### src/rtl/fc_seq_ctrl_param_2_pkg.sv
// Shared types and default layer geometry for the layer-2 fully-connected sequencer.
package fc_seq_ctrl_param_2_pkg;

   localparam int DEF_INNEURON  = 256;
   localparam int DEF_OUTNEURON = 64;
   localparam int DEF_PI        = 4;
   localparam int DEF_PO        = 8;
   localparam int DEF_PIPE_LAT  = 3;
   localparam int DEF_BEAT_W    = 8;
   localparam int DEF_GRP_W     = 8;

   typedef enum logic [2:0] {
      ST_IDLE     = 3'd0,
      ST_RUN      = 3'd1,
      ST_DRAIN    = 3'd2,
      ST_WAIT_OUT = 3'd3,
      ST_DONE     = 3'd4
   } seq_state_t;

   // One slot of the accumulator strobe pipeline: beat present, and first beat of a group.
   typedef struct packed {
      logic vld;
      logic first;
   } beat_tag_t;

   function automatic int cnt_width(input int n);
      return (n > 1) ? $clog2(n) : 1;
   endfunction

endpackage

### src/rtl/fc_seq_ctrl_param_2_if.sv
// Control/handshake bundle between the FC layer sequencer and its neighbours.
interface fc_seq_ctrl_param_2_if
   import fc_seq_ctrl_param_2_pkg::*;
#(
   parameter int GRP_W = DEF_GRP_W
) ();

   logic             start;
   logic             out_ready;
   logic             addr_en;
   logic             acc_clr;
   logic             acc_en;
   logic             out_valid;
   logic [GRP_W-1:0] group_idx;
   logic             busy;
   logic             done;

   modport master (
      input  start,
      input  out_ready,
      output addr_en,
      output acc_clr,
      output acc_en,
      output out_valid,
      output group_idx,
      output busy,
      output done
   );

   modport slave (
      output start,
      output out_ready,
      input  addr_en,
      input  acc_clr,
      input  acc_en,
      input  out_valid,
      input  group_idx,
      input  busy,
      input  done
   );

endinterface

### src/rtl/fc_delay_line_param_2.sv
// DEPTH-stage shift register carrying {valid, first} so MAC strobes line up with BRAM data.
// Fixed latency of DEPTH cycles; never stalls.
module fc_delay_line_param_2
   import fc_seq_ctrl_param_2_pkg::*;
#(
   parameter int DEPTH = DEF_PIPE_LAT
) (
   input  logic      clk,
   input  logic      reset,
   input  beat_tag_t beat,
   output beat_tag_t delayed
);

   beat_tag_t stage [DEPTH];

   always_ff @(posedge clk or posedge reset) begin
      if (reset) begin
         for (int i = 0; i < DEPTH; i++) begin
            stage[i] <= '0;
         end
      end else begin
         // Qualify the marker with valid so the tail bit alone can drive acc_clr.
         stage[0] <= '{vld: beat.vld, first: beat.vld & beat.first};
         for (int i = 1; i < DEPTH; i++) begin
            stage[i] <= stage[i-1];
         end
      end
   end

   assign delayed = stage[DEPTH-1];

endmodule

### src/rtl/fc_seq_ctrl_param_2.sv
// Layer-2 FC sequencer: one address sweep per output group, aligned MAC clear/enable strobes,
// and a valid/ready result handshake; holds out_valid until the writeback stage accepts.
module fc_seq_ctrl_param_2
   import fc_seq_ctrl_param_2_pkg::*;
#(
   parameter int INNEURON  = DEF_INNEURON,
   parameter int OUTNEURON = DEF_OUTNEURON,
   parameter int PI        = DEF_PI,
   parameter int PO        = DEF_PO,
   parameter int PIPE_LAT  = DEF_PIPE_LAT,
   parameter int BEAT_W    = DEF_BEAT_W,
   parameter int GRP_W     = DEF_GRP_W
) (
   input  logic                   clk,
   input  logic                   reset,
   fc_seq_ctrl_param_2_if.master  bus
);

   localparam int BEATS   = INNEURON / (2 * PI);
   localparam int GROUPS  = OUTNEURON / PO;
   localparam int DRAIN_W = cnt_width(PIPE_LAT);

   localparam logic [BEAT_W-1:0]  LAST_BEAT  = BEAT_W'(BEATS - 1);
   localparam logic [GRP_W-1:0]   LAST_GRP   = GRP_W'(GROUPS - 1);
   localparam logic [DRAIN_W-1:0] LAST_DRAIN = DRAIN_W'(PIPE_LAT - 1);

   if (INNEURON % (2 * PI) != 0) begin : g_bad_inneuron
      $error("INNEURON must be a multiple of 2*PI");
   end
   if (OUTNEURON % PO != 0) begin : g_bad_outneuron
      $error("OUTNEURON must be a multiple of PO");
   end
   if (BEATS < 1) begin : g_bad_beats
      $error("layer needs at least one beat per sweep");
   end
   if (PIPE_LAT < 1) begin : g_bad_pipe_lat
      $error("PIPE_LAT must be at least 1");
   end
   if (BEATS > (2 ** BEAT_W) || GROUPS > (2 ** GRP_W)) begin : g_bad_widths
      $error("BEAT_W/GRP_W too narrow for the layer geometry");
   end

   seq_state_t         state;
   logic [BEAT_W-1:0]  beat;
   logic [DRAIN_W-1:0] drain;
   logic [GRP_W-1:0]   grp;
   logic               addr_en;
   logic               addr_first;
   logic               out_valid;
   logic               busy;
   logic               done;
   beat_tag_t          tag_head;
   beat_tag_t          tag_tail;

   always_ff @(posedge clk or posedge reset) begin
      if (reset) begin
         state      <= ST_IDLE;
         beat       <= '0;
         drain      <= '0;
         grp        <= '0;
         addr_en    <= 1'b0;
         addr_first <= 1'b0;
         out_valid  <= 1'b0;
         busy       <= 1'b0;
         done       <= 1'b0;
      end else begin
         done <= 1'b0;
         case (state)
            ST_IDLE: begin
               if (bus.start) begin
                  state      <= ST_RUN;
                  grp        <= '0;
                  beat       <= '0;
                  addr_en    <= 1'b1;
                  addr_first <= 1'b1;
                  busy       <= 1'b1;
               end
            end

            ST_RUN: begin
               addr_first <= 1'b0;
               if (beat == LAST_BEAT) begin
                  // Ending on the generator's wrap point keeps it aligned for the next group.
                  addr_en <= 1'b0;
                  beat    <= '0;
                  drain   <= '0;
                  state   <= ST_DRAIN;
               end else begin
                  beat <= beat + BEAT_W'(1);
               end
            end

            ST_DRAIN: begin
               if (drain == LAST_DRAIN) begin
                  out_valid <= 1'b1;
                  state     <= ST_WAIT_OUT;
               end else begin
                  drain <= drain + DRAIN_W'(1);
               end
            end

            ST_WAIT_OUT: begin
               if (bus.out_ready) begin
                  out_valid <= 1'b0;
                  if (grp == LAST_GRP) begin
                     busy  <= 1'b0;
                     done  <= 1'b1;
                     state <= ST_DONE;
                  end else begin
                     grp        <= grp + GRP_W'(1);
                     beat       <= '0;
                     addr_en    <= 1'b1;
                     addr_first <= 1'b1;
                     state      <= ST_RUN;
                  end
               end
            end

            ST_DONE: begin
               grp   <= '0;
               state <= ST_IDLE;
            end

            default: begin
               state <= ST_IDLE;
            end
         endcase
      end
   end

   assign tag_head = '{vld: addr_en, first: addr_first};

   fc_delay_line_param_2 #(
      .DEPTH (PIPE_LAT)
   ) u_delay (
      .clk     (clk),
      .reset   (reset),
      .beat    (tag_head),
      .delayed (tag_tail)
   );

   assign bus.addr_en   = addr_en;
   assign bus.acc_en    = tag_tail.vld;
   assign bus.acc_clr   = tag_tail.first;
   assign bus.out_valid = out_valid;
   assign bus.group_idx = grp;
   assign bus.busy      = busy;
   assign bus.done      = done;

endmodule
### src/flat_wrapper.sv
// flat-port wrapper written by rule: the top's interface ports become plain ports
module fc_seq_ctrl_param_2_flat import fc_seq_ctrl_param_2_pkg::*;
#(
   parameter int INNEURON  = DEF_INNEURON,
   parameter int OUTNEURON = DEF_OUTNEURON,
   parameter int PI        = DEF_PI,
   parameter int PO        = DEF_PO,
   parameter int PIPE_LAT  = DEF_PIPE_LAT,
   parameter int BEAT_W    = DEF_BEAT_W,
   parameter int GRP_W     = DEF_GRP_W
)
  (clk, reset, bus_start, bus_out_ready, bus_addr_en, bus_acc_clr, bus_acc_en, bus_out_valid, bus_group_idx, bus_busy, bus_done);
  fc_seq_ctrl_param_2_if #(.GRP_W(GRP_W)) bus_i ();
  input  logic clk;
  input  logic reset;
  input wire logic [$bits(bus_i.start)-1:0] bus_start;
  input wire logic [$bits(bus_i.out_ready)-1:0] bus_out_ready;
  output wire logic [$bits(bus_i.addr_en)-1:0] bus_addr_en;
  output wire logic [$bits(bus_i.acc_clr)-1:0] bus_acc_clr;
  output wire logic [$bits(bus_i.acc_en)-1:0] bus_acc_en;
  output wire logic [$bits(bus_i.out_valid)-1:0] bus_out_valid;
  output wire logic [$bits(bus_i.group_idx)-1:0] bus_group_idx;
  output wire logic [$bits(bus_i.busy)-1:0] bus_busy;
  output wire logic [$bits(bus_i.done)-1:0] bus_done;
  assign bus_i.start = bus_start;
  assign bus_i.out_ready = bus_out_ready;
  assign bus_addr_en = bus_i.addr_en;
  assign bus_acc_clr = bus_i.acc_clr;
  assign bus_acc_en = bus_i.acc_en;
  assign bus_out_valid = bus_i.out_valid;
  assign bus_group_idx = bus_i.group_idx;
  assign bus_busy = bus_i.busy;
  assign bus_done = bus_i.done;
  fc_seq_ctrl_param_2 #(.INNEURON(INNEURON), .OUTNEURON(OUTNEURON), .PI(PI), .PO(PO), .PIPE_LAT(PIPE_LAT), .BEAT_W(BEAT_W), .GRP_W(GRP_W)) u_core (.clk(clk), .reset(reset), .bus(bus_i));
endmodule
### config.mk
export PLATFORM = sky130hd
export DESIGN_NAME = fc_seq_ctrl_param_2_flat
export DESIGN_NICKNAME = d
export VERILOG_FILES = /design/src/rtl/fc_seq_ctrl_param_2_pkg.sv /design/src/rtl/fc_seq_ctrl_param_2_if.sv /design/src/rtl/fc_delay_line_param_2.sv /design/src/rtl/fc_seq_ctrl_param_2.sv /design/src/flat_wrapper.sv
export SDC_FILE = /design/constraint.sdc
export NUM_CORES = 1
export LEC_CHECK = 0
export ABC_AREA = 1
export CAP_MARGIN = 10
export CORE_MARGIN = 5
export CORE_UTILIZATION = 51
export DETAILED_ROUTE_END_ITERATION = 6
export PLACE_DENSITY = 0.73
export SYNTH_ARGS = -nofsm -noshare
export SYNTH_HDL_FRONTEND = slang
export SYNTH_SLANG_ARGS = --single-unit
### constraint.sdc
create_clock -name clk -period 1.6 [get_ports clk]
set_input_delay 0.32 -clock clk [delete_from_list [all_inputs] [get_ports clk]]
set_output_delay 0.32 -clock clk [all_outputs]
set_load 0.02 [all_outputs]
==> impl_metrics.ini, run 1 <==
[run_status]
status = finished clean

[drt]
avgRoutedWirePerCell_um = 12.9
drc = 0
drt-vias-per-instance = 5.11
drt-pass1-iter-count = 4
ant_nets = 0
drt_wl_total_um = 3480
drt_iter0_markers = 89
vias = 1386

[synthesis]
yosys.area.top_type = dfrtp_1
synthCells = 192
synth_top_area_share_pct = 48.8
synth_area_mm2 = 0.00164
yosysUniqueCellTypes = 25
syn_nets = 199
yosysSeqAreaShare_pct = 48.8
yosysWarningCount = 0
synth.area.top_cells = dfrtp_1, nand2_1, nand3_1
ys_seq_elements = 32
avgSynthCellArea_um2 = 8.54

[pwr]
power.internal_mw = 1.83
leakage_nw = 1.02
powerDensity_mw_per_mm2 = 1530
switching_share_pct = 41.5
p_clk_share_pct = 19.4
pwr-share-seq_pct = 35.2
p_switching_mw = 1.30
ir_drop_mv = 0.841
combinationalPowerShare_pct = 45.4
report.power.total_mw = 3.13

[worst_setup_path]
cp-end-kind = output port
cp.required_ps = 1280
criticalPathCategory = flip-flop to output port
slowest_delay_ps = 400
slowest_stage = dfrtp_1
cp_max_fo = 3
r2r_slack_ps = 110
cp_data_arrival_time_ps = 1200
crit_path_start_kind = flip-flop
crit_chain = buf_4 -> dlygate4sd2_1

[final_layout]
layoutNonFillerInstCount = 271
layout-drive-gt1-share_pct = 23.8
layout.nets = 233
final-seq-area_um2 = 801
area_growth_pct = 25.2
multi_input_area_um2 = 816
diodes = 0
final_common_cell = nand2_1
final_core_util_pct = 66.7
n_fill_cell = 272
layout_common_cells = nand2_1, dfrtp_1, inv_1

[sta]
finalSetupViolCount = 0
fmax_mhz = 658
drv_slew = 0
setup_ws_ps = 80.0
hold_violations = 0
min_period_ps = 1520
relSlewSlack_pct = 73.5
skew_ps = 8.75
rsz0062_at_grt = no
max_slew.worst_pin.slew_ps = 398
fin_crit_sh_pct = 95.0

[place]
place.gp.congestion = 0.861
place_worst_setup_slack_ps = 12.2
dp.cells = 257
port_buffers = 17
place.detailed.hpwl_um = 2340

[clocking]
htreeDepth = 2
clk_pin_slew_ps = 100
clock_latency_ps = 330
holdBufCountCts = 0
clockRootBuffer = clkbuf_4
cts_sinks = 32
cts_made_buffers = 5
cts_buffer_depth = 2
cts_tree = built

[floorplanning]
io_pins = 18
die_y_um = 66.7
design.core.area_mm2 = 0.00308
die_x_um = 66.7
row_count = 20
initial_utilization_pct = 53.3
die-area_mm2 = 0.00445

[flow_run]
drv_cap = 0

[global_route]
grt_use_total_pct = 17.7
gr-total-overflow = 0
grt_max_degree = 33
grt_pass1_vias = 1355
antenna_found_initial = 0
grt_pass1_wl_um = 5950

[min_path]
hold_class = flip-flop to flip-flop
[cells in the mapped netlist]
| master | count |
|---|---|
| nand2_2 | 10 |
| nor2_1 | 19 |
| o21ai_1 | 2 |
| inv_2 | 2 |
| nor2_2 | 1 |
| a21oi_1 | 4 |
| nand2_4 | 2 |
| nand2_1 | 47 |
| inv_1 | 18 |
| nor2_8 | 1 |
| nand3b_1 | 1 |
| dfrtp_1 | 32 |
| nand3_1 | 18 |
| buf_12 | 1 |
| xnor2_1 | 1 |
| or2_2 | 3 |
| o21ai_2 | 4 |
| nand4_1 | 6 |
| o21ai_0 | 10 |
| o21bai_1 | 2 |
| nand3_2 | 2 |
| xor2_1 | 1 |
| nand3b_4 | 1 |
| inv_4 | 1 |
| ha_1 | 3 |
[worst paths after layout]
kind                       cells after the start                        end               startpoint
max                                            2           bus_group_idx[0]  u_core.bus.group_idx[0]
min                                            0    u_core.u_delay.stage[3]  u_core.u_delay.stage[5]
max reg2reg                                   10            u_core.state[0]           u_core.beat[0]
min reg2reg                                    0    u_core.u_delay.stage[3]  u_core.u_delay.stage[5]
max in group asynchronous                      3    u_core.bus.group_idx[5]                    reset
min in group asynchronous                      3  u_core.u_delay.delayed[0]                    reset
[flip-flops by register name, indices dropped and copies added, names as in the netlist, 2 cells and up]
| register | count |
|---|---|
| u_core.beat | 8 |
| u_core.drain | 2 |
| u_core.u_delay.stage | 4 |
| u_core.state | 3 |
| u_core.u_delay.delayed | 2 |
| u_core.bus.group_idx | 8 |
[critical path, delay by kind of cell (launching register included)]
kind,cells,cell delay (ps)
buffers and inverters,2,460
flip-flops,1,400
[per-stage QoR]
step | setup TNS, ps | hold WS (ps) | instance area [um2]
6_report | 0 | 355 | 2050
5_1_grt | 0 | 360 | 2050
4_1_cts | -432 | 352 | 1950
3_5_place_dp | 0 | 335 | 1880
3_3_place_gp | 0 | 332 | 1880
2_1_floorplan | 0 | 331 | 1640
[layer usage]
metal | GRT usage (%) | share of wire [%] | vias up
met4 | 9.39 | 2.0 | 0
met3 | 4.05 | 4.3 | 8
li1 | - | - | 695
met2 | 28.6 | 49 | 28
met5 | 0 | 0 | -
met1 | 21.8 | 44 | 655
[repair_timing]
action | in CTS | in global routing
pin swaps | 0 | 5
resized for setup | 14 | 14
setup buffers | 1 | 3
endpoints found under the setup margin | 14 | 22
gates cloned | 0 | 2
[cell families after synthesis]
kind of cell / after synthesis / synth area share, %
AO/OA/AOI/OAI: 22 / 7.93
XOR/XNOR: 2 / 1.07
adder cells (fa/ha/maj): 3 / 2.29
buffers and inverters: 22 / 6.18
flip-flops: 32 / 48.8
AND/OR/NAND/NOR: 111 / 33.7
[power groups by stage]
stage	clock network (mW)	registers (mW)	logic, mW
6_report	0.607	1.10	1.42
5_1_grt	0.657	1.13	1.59
4_1_cts	0.629	1.10	1.22
3_5_place_dp	0	1.12	1.22
3_3_place_gp	0	1.11	1.18
2_1_floorplan	0	1.17	0.883
[layout make-up]
type                            instances  share of cell area, %
Multi-Input combinational cell        140                   39.7
Sequential cell                        32                   39.0
Timing Repair Buffer                   26                   10.7
Inverter                               21                   3.96
Tap cell                               44                   2.68
Clock inverter                          3                   2.07
Clock buffer                            5                   1.83
(Power assumes the default switching activity.)
==> run 2: changes to the inputs <==
--- a/config.mk
+++ b/config.mk
@@ -6,11 +6,13 @@
 export NUM_CORES = 1
 export LEC_CHECK = 0
 export ABC_AREA = 1
+export ABC_CLOCK_PERIOD_IN_PS = 1600
 export CAP_MARGIN = 10
 export CORE_MARGIN = 5
 export CORE_UTILIZATION = 51
 export DETAILED_ROUTE_END_ITERATION = 6
-export PLACE_DENSITY = 0.73
+export PLACE_DENSITY = 0.77
+export SLEW_MARGIN = 5
 export SYNTH_ARGS = -nofsm -noshare
 export SYNTH_HDL_FRONTEND = slang
 export SYNTH_SLANG_ARGS = --single-unit
==> run 2 against run 1 <==
  * Maximum frequency is 0.70% higher
  * Combinational power is 4% lower
  * Clock-buffer cell count stayed put
  * Critical path depth is 1 lower
  * Largest cell class is now registers
  * Largest power group unchanged
  * Highest routed layer unchanged
==> impl_metrics.ini, run 2 (synthesized netlist as in run 1, its figures left out) <==
[worst_setup_path]
r2r_slack_ps = 120
cp-end-kind = output port
slowest_delay_ps = 480
cp_data_arrival_time_ps = 1190
cp_top_family = flip-flops
cp.required_ps = 1280
slowest_stage = dfrtp_1
r2r-start = u_core.bus.group_idx[1]
endpoint = bus_group_idx[2]
startpoint = u_core.bus.group_idx[2]
cp_max_fo = 7
crit_chain = dlygate4sd2_1
criticalPathCategory = flip-flop to output port
crit_path_start_kind = flip-flop
path_depth = 1
crit_buf_inv = 1
reg2reg_depth = 7
r2r-end = u_core.beat[3]

[floorplanning]
io_pins = 18
die_y_um = 66.7
design.core.area_mm2 = 0.00308
initial_utilization_pct = 53.3
die-area_mm2 = 0.00445
die_x_um = 66.7
row_count = 20

[clocking]
cts_sinks = 32
clk_pin_slew_ps = 110
clockRootBuffer = clkbuf_4
cts_tree = built
cts_made_buffers = 5
htreeDepth = 2
cts_buffer_depth = 2
clock_latency_ps = 350

[sta]
hold_violations = 0
fin_crit_sh_pct = 94.3
fmax_mhz = 662
skew_ps = 16.7
max_slew.worst_pin.slew_ps = 401
min_period_ps = 1510
finalSetupViolCount = 0
relSlewSlack_pct = 73.2
drv_slew = 0
timing.hold.ws_ps = 345

[global_route]
grt_max_degree = 33
antenna_found_initial = 0
grt_pass1_vias = 1410
gr-total-overflow = 0
grt_use_total_pct = 18.1
grt_pass1_wl_um = 6090

[place]
port_buffers = 17
place.gp.congestion = 0.858
place_area_mm2 = 0.00188
place.detailed.hpwl_um = 2440
dp.cells = 256

[pwr]
ir_drop_mv = 0.901
leakage_nw = 0.992
powerDensity_mw_per_mm2 = 1530

[drt]
ant_nets = 0
drt-vias-per-instance = 5.34
drc = 0
avgRoutedWirePerCell_um = 13.4
drt-pass1-iter-count = 4
drt_wl_total_um = 3610
drt_iter0_markers = 102
vias = 1441

[run_status]
status = finished clean

[final_layout]
final_core_util_pct = 65.4
n_fill_cell = 270
final_common_cell = nand2_1
diodes = 0
stdcell_area_mm2 = 0.00201
layout.nets = 232
layout-drive-gt1-share_pct = 23.0
layout_common_cells = nand2_1, dfrtp_1, nand3_1
layoutNonFillerInstCount = 270
area_growth_pct = 22.7

[min_path]
hold_class = primary input to async pin

[flow_run]
drv_cap = 0
-- run 2: cell count changes in the layout (fill, tap and decap cells not counted), sizes merged --
cell	before	now
buf	9	8
-- run 2: how the worst min path moves through the flow --
| stage | startpoint | end | slack, ps | depth (start not counted) |
|---|---|---|---|---|
| 2_1_floorplan | u_core.u_delay.stage[2] | u_core.u_delay.delayed[0] | 330 | 0 |
| 3_3_place_gp | u_core.u_delay.stage[5] | u_core.u_delay.stage[3] | 330 | 0 |
| 3_5_place_dp | u_core.u_delay.stage[5] | u_core.u_delay.stage[3] | 340 | 0 |
| 4_1_cts | reset | u_core.u_delay.stage[4] | 360 | 3 |
| 5_1_grt | u_core.u_delay.stage[4] | u_core.u_delay.stage[2] | 370 | 0 |
| 6_report | reset | u_core.beat[6] | 340 | 3 |
-- run 2: final cells by class --
class | count | area, um2 | area share, %
Clock buffer | 5 | 37.5 | 1.87
Clock inverter | 3 | 42.5 | 2.11
Inverter | 21 | 81.3 | 4.04
Multi-Input combinational cell | 140 | 781 | 38.8
Sequential cell | 32 | 802 | 39.9
Tap cell | 44 | 55.1 | 2.74
Timing Repair Buffer | 25 | 213 | 10.6
-- run 2: per-layer routing --
layer | wire, um | track usage [%] | up-vias
li1 | - | - | 689
met1 | 1570 | 20.5 | 702
met2 | 1820 | 31.3 | 45
met3 | 192 | 5.90 | 5
met4 | 29 | 6.60 | 0
met5 | 0 | 0 | -
-- run 2: timing repair --
item / in CTS / in global routing
gates resized for setup: 14 / 10
hold endpoints to repair: 0 / 0
hold buffers: 0 / 0
endpoints found under the setup margin: 14 / 22
pin swaps: 0 / 2
buffers inserted: 0 / 4
cloned: 0 / 2
-- run 2: where the power goes --
part | switching (mW) | internal (mW) | total [mW]
sequential | 0.132 | 0.972 | 1.10
combinational | 0.869 | 0.487 | 1.36
clock | 0.292 | 0.326 | 0.618
total | 1.29 | 1.78 | 3.08
-- run 2: per-stage QoR --
stage / total power, mW / setup TNS (ps) / setup slack (ps)
after global placement: 2.28 / 0 / 59.4
after global routing: 3.32 / -33.5 / -33.5
after detailed placement: 2.33 / 0 / 25.9
final: 3.08 / 0 / 90.5
after floorplan: 2.05 / 0 / 120
after CTS: 2.92 / 0 / 12.4
